`src/rtl/vga_timing_pkg.sv`:
```
// Shared timing defaults, sync polarity and the packed pixel type for the VGA source.
package vga_timing_pkg;

    localparam int DEF_H_SYNC = 96;
    localparam int DEF_H_BP   = 48;
    localparam int DEF_H_ACT  = 640;
    localparam int DEF_H_FP   = 16;
    localparam int DEF_V_SYNC = 2;
    localparam int DEF_V_BP   = 33;
    localparam int DEF_V_ACT  = 480;
    localparam int DEF_V_FP   = 10;
    localparam int DEF_RD_LAT = 1;

    localparam logic SYNC_ACTIVE = 1'b0;

    typedef struct packed {
        logic [3:0] r;
        logic [3:0] g;
        logic [3:0] b;
    } rgb444_t;

endpackage

```
`src/rtl/vga_delay_line.sv`:
```
// Fixed-depth shift register with async reset to RST_VAL; depth 0 degenerates to a wire.
module vga_delay_line #(
    parameter int                WIDTH   = 1,
    parameter int                DEPTH   = 1,
    parameter logic [WIDTH-1:0]  RST_VAL = '0
) (
    input  logic             clk,
    input  logic             rst,
    input  logic [WIDTH-1:0] d,
    output logic [WIDTH-1:0] q
);

    generate
        if (DEPTH == 0) begin : g_pass
            logic unused_clk_rst;
            assign unused_clk_rst = ^{clk, rst};
            assign q = d;
        end else begin : g_shift
            logic [WIDTH-1:0] sr_q [DEPTH];
            logic [WIDTH-1:0] sr_d [DEPTH];

            always_comb begin
                sr_d[0] = d;
                for (int i = 1; i < DEPTH; i++) begin
                    sr_d[i] = sr_q[i-1];
                end
            end

            always_ff @(posedge clk or posedge rst) begin
                if (rst) begin
                    for (int i = 0; i < DEPTH; i++) begin
                        sr_q[i] <= RST_VAL;
                    end
                end else begin
                    sr_q <= sr_d;
                end
            end

            assign q = sr_q[DEPTH-1];
        end
    endgenerate

endmodule

```
`src/rtl/vga_timing_gen.sv`:
```
// VGA sync/timing generator: stage-0 counters, fixed-latency pixel fetch, and a
// control pipeline that realigns sync/de with returning pixel data at the pins.
module vga_timing_gen
    import vga_timing_pkg::*;
#(
    parameter int H_SYNC = DEF_H_SYNC,
    parameter int H_BP   = DEF_H_BP,
    parameter int H_ACT  = DEF_H_ACT,
    parameter int H_FP   = DEF_H_FP,
    parameter int V_SYNC = DEF_V_SYNC,
    parameter int V_BP   = DEF_V_BP,
    parameter int V_ACT  = DEF_V_ACT,
    parameter int V_FP   = DEF_V_FP,
    parameter int RD_LAT = DEF_RD_LAT
) (
    input  logic        clk_vga,
    input  logic        rst,
    input  logic        en,
    output logic        pix_req,
    output logic [9:0]  pix_x,
    output logic [9:0]  pix_y,
    input  logic [11:0] pix_data,
    output logic [3:0]  red,
    output logic [3:0]  green,
    output logic [3:0]  blue,
    output logic        hs,
    output logic        vs,
    output logic        de,
    output logic        frame_start
);

    // Bounds are 11 bits so a 1024-clock total still compares cleanly.
    localparam logic [10:0] H_SYNC_END = 11'(H_SYNC);
    localparam logic [10:0] H_ACT_BEG  = 11'(H_SYNC + H_BP);
    localparam logic [10:0] H_ACT_END  = 11'(H_SYNC + H_BP + H_ACT);
    localparam logic [10:0] V_SYNC_END = 11'(V_SYNC);
    localparam logic [10:0] V_ACT_BEG  = 11'(V_SYNC + V_BP);
    localparam logic [10:0] V_ACT_END  = 11'(V_SYNC + V_BP + V_ACT);
    localparam logic [9:0]  H_ORG      = 10'(H_SYNC + H_BP);
    localparam logic [9:0]  V_ORG      = 10'(V_SYNC + V_BP);
    localparam logic [9:0]  H_LAST     = 10'(H_SYNC + H_BP + H_ACT + H_FP - 1);
    localparam logic [9:0]  V_LAST     = 10'(V_SYNC + V_BP + V_ACT + V_FP - 1);
    localparam logic [3:0]  CTRL_IDLE  = {~SYNC_ACTIVE, ~SYNC_ACTIVE, 2'b00};

    logic [9:0]  h_cnt_q, h_cnt_d, v_cnt_q, v_cnt_d;
    logic [10:0] h_ext, v_ext;
    logic [9:0]  x_raw, y_raw;
    logic        act;
    logic [3:0]  ctrl_in, ctrl_dl;          // {hs, vs, act, first_pixel}

    logic    hs_q, hs_d, vs_q, vs_d, de_q, de_d, fs_q, fs_d;
    rgb444_t rgb_q, rgb_d;

    assign h_ext = {1'b0, h_cnt_q};
    assign v_ext = {1'b0, v_cnt_q};

    always_comb begin
        h_cnt_d = h_cnt_q + 10'd1;
        v_cnt_d = v_cnt_q;
        if (!en) begin
            h_cnt_d = '0;
            v_cnt_d = '0;
        end else if (h_cnt_q == H_LAST) begin
            h_cnt_d = '0;
            v_cnt_d = (v_cnt_q == V_LAST) ? 10'd0 : v_cnt_q + 10'd1;
        end
    end

    always_comb begin
        x_raw   = h_cnt_q - H_ORG;
        y_raw   = v_cnt_q - V_ORG;
        act     = (h_ext >= H_ACT_BEG) && (h_ext < H_ACT_END) &&
                  (v_ext >= V_ACT_BEG) && (v_ext < V_ACT_END);
        pix_req = act & en;
        pix_x   = pix_req ? x_raw : 10'd0;
        pix_y   = pix_req ? y_raw : 10'd0;
        ctrl_in = CTRL_IDLE;
        if (en) begin
            ctrl_in = {(h_ext < H_SYNC_END) ? SYNC_ACTIVE : ~SYNC_ACTIVE,
                       (v_ext < V_SYNC_END) ? SYNC_ACTIVE : ~SYNC_ACTIVE,
                       act,
                       (x_raw == 10'd0) && (y_raw == 10'd0)};
        end
    end

    // Control rides alongside the pixel fetch so it meets pix_data at the output register.
    vga_delay_line #(
        .WIDTH   (4),
        .DEPTH   (RD_LAT),
        .RST_VAL (CTRL_IDLE)
    ) u_ctrl_dly (
        .clk (clk_vga),
        .rst (rst),
        .d   (ctrl_in),
        .q   (ctrl_dl)
    );

    always_comb begin
        hs_d  = ctrl_dl[3];
        vs_d  = ctrl_dl[2];
        de_d  = ctrl_dl[1];
        rgb_d = ctrl_dl[1] ? rgb444_t'(pix_data) : rgb444_t'(12'h000);
        fs_d  = ctrl_dl[1] & ctrl_dl[0];
    end

    always_ff @(posedge clk_vga or posedge rst) begin
        if (rst) begin
            h_cnt_q <= '0;
            v_cnt_q <= '0;
            hs_q    <= ~SYNC_ACTIVE;
            vs_q    <= ~SYNC_ACTIVE;
            de_q    <= 1'b0;
            rgb_q   <= '0;
            fs_q    <= 1'b0;
        end else begin
            h_cnt_q <= h_cnt_d;
            v_cnt_q <= v_cnt_d;
            hs_q    <= hs_d;
            vs_q    <= vs_d;
            de_q    <= de_d;
            rgb_q   <= rgb_d;
            fs_q    <= fs_d;
        end
    end

    assign hs          = hs_q;
    assign vs          = vs_q;
    assign de          = de_q;
    assign red         = rgb_q.r;
    assign green       = rgb_q.g;
    assign blue        = rgb_q.b;
    assign frame_start = fs_q;

endmodule

```
`config.mk`:
```
export PLATFORM = sky130hd
export DESIGN_NAME = vga_timing_gen
export DESIGN_NICKNAME = d
export VERILOG_FILES = /design/src/rtl/vga_timing_pkg.sv /design/src/rtl/vga_delay_line.sv /design/src/rtl/vga_timing_gen.sv
export SDC_FILE = /design/constraint.sdc
export NUM_CORES = 1
export LEC_CHECK = 0
export CAP_MARGIN = 25
export CORE_UTILIZATION = 50
export DETAILED_ROUTE_END_ITERATION = 8
export MAX_ROUTING_LAYER = met4
export PLACE_DENSITY = 0.79
export SYNTH_ARGS = -nofsm -noshare
export SYNTH_HDL_FRONTEND = slang
export SYNTH_SLANG_ARGS = --single-unit
```
`constraint.sdc`:
```
create_clock -name clk_vga -period 4.9 [get_ports clk_vga]
set_input_delay 0.49 -clock clk_vga [delete_from_list [all_inputs] [get_ports clk_vga]]
set_output_delay 0.49 -clock clk_vga [all_outputs]
set_load 0.01 [all_outputs]
```
# Word-level counts from Yosys, hierarchy flattened
# Cells that the tools add are included.
[totals]
ff_bits = 40
latchBits = 0
mem_bits_rw = 0
romBits = 0
word_cells = 42
mem_count = 0
[op_classes]
n_addsub = 4
n_mul = 0
div = 0
magnitude_cmp = 6
eq_ne = 3
shift = 0
n_mux = 11
bitwise = 2
n_reduce_logical = 6
[ops]
columns = ["cell", "n"]
rows = [
  ["10-bit 2-to-1 mux", 7],
  ["10-bit by 1-bit adder with 10-bit output, second input constant", 2],
  ["10-bit == test, second input constant", 2],
  ["10-bit zero test", 2],
  ["10-bit < comparator, second input constant", 2],
  ["12-bit 2-to-1 mux", 1],
  ["10-bit by 6-bit greater-or-equal comparator with 1-bit output, second input constant", 1],
  ["10-bit by 8-bit greater-or-equal comparator with 1-bit output, second input constant", 1],
  ["10-bit by 2-bit < comparator with 1-bit output, second input constant", 1],
  ["10-bit by 7-bit < comparator with 1-bit output, second input constant", 1],
  ["10-bit by 6-bit subtractor with 10-bit output, second input constant", 1],
  ["10-bit by 8-bit subtractor with 10-bit output, second input constant", 1],
  ["1-bit logical AND", 4],
  ["4-bit 2-to-1 mux", 1],
  ["1-bit AND", 2],
  ["1-bit 2-to-1 mux", 2],
  ["2-bit by 1-bit != test with 1-bit output, second input constant", 1],
]

# Longest topological paths before layout
[logic_depth]
ltp_word = 6
depth_mapped = 8

# Hierarchy
# Synthesis repeated with hierarchy kept, for this count alone.
[hier_totals]
hier_cells = 246
area_unflattened_um2 = 2337.2
[modules_own_cells]
columns = ["module", "instances", "cells_per_inst", "area_each_um2"]
rows = [
  ["vga_timing_gen", 1, 241, 2230.9],
  ["vga_delay_line", 1, 5, 106.4],
]

# Least setup slack after synthesis
# No wires, ideal clock.
[synth_timing]
path_kind = "register to output"
start = "reg h_cnt_q[4]"
end = "out pix_req"
arrival_ps = 2071
t_required_ps = 4410
slack_ps = 2339
stages_incl_launch_ff = 9
n_path_buf = 2
cell_sequence = "dfrtp_1 clkbuf_1 inv_1 ha_1 nand2b_1 o21a_1 o311ai_1 clkbuf_1 nor2_1"
[synth_between]
elab_chain_cells = 5
word_cells_on_any_way = 6
cone_classes = "order compare: 2; bitwise: 1; reduce/logical: 3"
[synth_lines]
columns = ["element", "line_no", "source"]
rows = [
  ["start, declared", "vga_timing_gen.sv:45", "logic [9:0] h_cnt_q, h_cnt_d, v_cnt_q, v_cnt_d;"],
  ["start signal, assigned", "vga_timing_gen.sv:116", "h_cnt_q <= h_cnt_d;"],
  ["10-bit by 8-bit greater-or-equal comparator with 1-bit output or 10-bit < comparator (tied branches)", "vga_timing_gen.sv:72", "act = (h_ext >= H_ACT_BEG) && (h_ext < H_ACT_END) &&"],
  ["1-bit logical AND (*) (2 in a row)", "vga_timing_gen.sv:72", ""],
  ["1-bit logical AND (*)", "vga_timing_gen.sv:73", "(v_ext >= V_ACT_BEG) && (v_ext < V_ACT_END);"],
  ["1-bit AND (*)", "vga_timing_gen.sv:74", "pix_req = act & en;"],
  ["end, declared", "vga_timing_gen.sv:19", "output logic pix_req,"],
]
# Every way passes the cells marked *; elsewhere a longest branch is shown, timed or not.

# Worst setup path after layout
[layout_timing]
start = "reg v_cnt_q[6]"
end = "out pix_y[6]"
[layout_between]
elab_chain_cells = 5
word_cells_on_any_way = 7
cone_classes = "add/sub: 1; order compare: 2; mux: 1; bitwise: 1; reduce/logical: 2"
[layout_lines]
columns = ["element", "line_no", "source"]
rows = [
  ["start, declared", "vga_timing_gen.sv:45", ""],
  ["start signal, assigned", "vga_timing_gen.sv:117", "v_cnt_q <= v_cnt_d;"],
  ["10-bit by 6-bit greater-or-equal comparator with 1-bit output", "vga_timing_gen.sv:73", ""],
  ["1-bit logical AND", "vga_timing_gen.sv:72", ""],
  ["1-bit logical AND", "vga_timing_gen.sv:73", ""],
  ["1-bit AND", "vga_timing_gen.sv:74", ""],
  ["10-bit 2-to-1 mux (*)", "vga_timing_gen.sv:76", "pix_y = pix_req ? y_raw : 10'd0;"],
  ["end, declared", "vga_timing_gen.sv:21", "output logic [9:0] pix_y,"],
]
# Marks and branches as above.

==> flow_summary.ini <==
[status]
outcome = finished, violations left
violations = DRC

[clock_network]
cts_tree = built
cts_resized = 0
cts_root_buf = clkbuf_8
clk_latency_ps = 300
clk_pin_slew_worst_paths_ps = 80
cts_buffers = 5
clockBufferDepth = 2
cts_setup_buffers = 0
postCtsHoldBufs = 0
htreeDepth = 2
clock_sinks = 40

[power]
intPower_mw = 0.517
seqPwrFrac = 0.513
switchingPower_mw = 0.141
p_clk_frac = 0.437
vdd_drop_max_mv = 0.137
total_power_mw = 0.658
cellPowerDensity_nw_per_um2 = 217
power_leakage_nw = 1.15
combPwrFrac = 0.050
swShare = 0.214

[global_routing]
antenna_found_initial = 0
track_usage = 0.229
grt_max_degree = 41
grt_pass1_wl_um = 8870
grt-ovfl-total = 0
first_global_vias = 1832

[drt]
drt-initial-drc-count = 171
routed_wl_um = 5180
postRouteAntennaNets = 0
avgRoutedWirePerCell_um = 15.3
via_count = 1919
via_per_inst = 5.66
drc = 7
drt-pass1-iter-count = 6

[worst_hold_path]
hp-class = flop to flop
hold_depth = 0
worst_hold_path.endpoint = vs$_DFF_PP1_
hp-start = u_ctrl_dly.q[2]$_DFF_PP1_

[yosys]
synth_area_per_cell_um2 = 9.72
syn_nets = 269
yosys.area.top_type = dfrtp_1
synthCells = 246
ys_types = 48
synth_area_leaders = dfrtp_1 38%, nor3_2 6.7%, xnor2_1 5.9%, dfstp_2 4.4%, ha_1 4.2%
yosysMostFrequentCell = dfrtp_1
synth_seq_cells = 40
ys_seq_area_frac = 0.421
yosysWarnings = 0
synth_flop_cell = dfrtp_1
synth_edf_count = 0
ys_async_sr_fraction = 1.00
syn_area_um2 = 2390
netlist.area_leader.share = 0.377
synth_common_cells = 36 x dfrtp_1, 16 x clkbuf_1, 16 x nor2_1, 16 x nor3_2, 16 x xnor2_1

[critical_path]
required_ps = 4410
startpoint_type = flop
path_class = flop to output port
r2r_end = v_cnt_q[7]$_DFFE_PP0P_
cp.arrival_ps = 3060
reg2reg_depth = 4
rrSetupSlack_ps = 2640
cpMaxStageDelayCell = clkdlybuf4s50_1
end_kind = output port
cp_cell_sequence = or3_4 > or4_4 > o41a_4 > nor4b_2 > clkdlybuf4s50_1
timing.rr.start = v_cnt_q[6]$_DFFE_PP0P_
critPathMaxFanout = 21
max_stage_delay_ps = 570

[floorplanning]
die_w_um = 71.2
dieHeight_um = 71.2
die_area_um2 = 5070
fp-row-count = 24
core_um2 = 4470
start_util = 0.535
io_pins = 52

[cells_and_area]
nets = 309
layout-drive-gt1-share = 0.132
antenna_cells = 0
syn2layout_area_growth_pct = 26.7
final_util = 0.677

[timing]
rsz0062_at_grt = no
max_slew_margin = 0.538
finalHoldViolations = 0
clock_skew_ps = 8.16
layout_min_cycle_time_ps = 3550
fin_crit_sh = 0.724
worstMarginPinSlew_ps = 688
setup_tns_ps = 0
slew_viol_final = 0
whs_ps = 361
fmax_mhz = 282
setup_viol = 0
setup_slack_ps = 1350

[placement]
port_buffers = 51
dpl_worst_slack_ps = 1670
gp_congestion = 0.896
post-dp-hpwl_um = 3620

[run]
maxCapViolCount = 0
[worst max-delay path: cells and delay by family (launching register included)]
family / cells / cell delay, ps
buf+inv: 1 / 570
flops: 1 / 480
compound gates: 1 / 520
simple gates: 3 / 1170
[power by group through the flow]
| stage | Sequential (mW) | Clock [mW] | Combinational [mW] |
|---|---|---|---|
| 2_1_floorplan | 0.344 | 0 | 0.0138 |
| 3_3_place_gp | 0.344 | 0 | 0.0330 |
| 3_5_place_dp | 0.344 | 0 | 0.0330 |
| 4_1_cts | 0.337 | 0.292 | 0.0333 |
| 5_1_grt | 0.338 | 0.305 | 0.0374 |
| 6_report | 0.337 | 0.287 | 0.0328 |
[metrics by stage]
step	instance area, um2	instances
after floorplan	2390	246
after global placement	2890	330
after detailed placement	2910	331
after CTS	3030	339
after global routing	3030	339
final	3030	339
[state kept, by name (all words and copies together), names as in the netlist]
name          flops
h_cnt_q          10
v_cnt_q          10
blue              4
green             4
red               4
u_ctrl_dly.q      4
de                1
frame_start       1
hs                1
vs                1
[cells in the final DEF, fill, tap and decap left out, types with 8 or more instances in the layout]
cell,instances
or3_1,9
and2_1,15
a21oi_1,13
dfrtp_1,36
nand2_1,15
inv_1,11
xnor2_1,16
clkdlybuf4s50_1,51
nor3_2,16
nor2_1,16
ha_1,8
[metal layers]
layer | GRT usage | wire, um | vias up
met4 | 0.0867 | 89 | 0
met5 | - | 0 | -
met2 | 0.342 | 2320 | 63
met3 | 0.0385 | 273 | 8
met1 | 0.314 | 2500 | 915
li1 | - | - | 933
[worst max-delay path by stage]
stage | start | end | depth (start not counted)
2_1_floorplan | h_cnt_q[4]$_DFF_PP0_ | pix_req | 8
3_3_place_gp | v_cnt_q[6]$_DFFE_PP0P_ | pix_y[6] | 5
3_5_place_dp | v_cnt_q[6]$_DFFE_PP0P_ | pix_y[6] | 5
4_1_cts | v_cnt_q[6]$_DFFE_PP0P_ | pix_y[6] | 5
5_1_grt | v_cnt_q[6]$_DFFE_PP0P_ | pix_y[6] | 5
6_report | v_cnt_q[6]$_DFFE_PP0P_ | pix_y[6] | 5
[cell families (layout without fill, tap and decap cells)]
logic type / count (synthesis) / in the layout / synth area share
and+or+nand+nor: 107 / 107 / 0.292
muxes: 1 / 1 / 0.00418
AOI/OAI and AO/OA: 39 / 39 / 0.109
DFF: 40 / 40 / 0.421
buffers and inverters: 31 / 72 / 0.0586
xor gates and xnor gates: 20 / 20 / 0.0732
adders and majority gates: 8 / 8 / 0.0418
[cell type report]
| cell class | instances | area [um2] |
|---|---|---|
| well taps | 52 | 65.1 |
| flip-flops and latches | 40 | 1010 |
| clock buffers | 6 | 82.6 |
| inverters | 11 | 41.3 |
| repair buffers | 53 | 533 |
| fillers | 347 | 1440 |
| multi-input cells | 175 | 1260 |
| clock inverters | 2 | 38.8 |
Power figures use the tool's default switching activity.
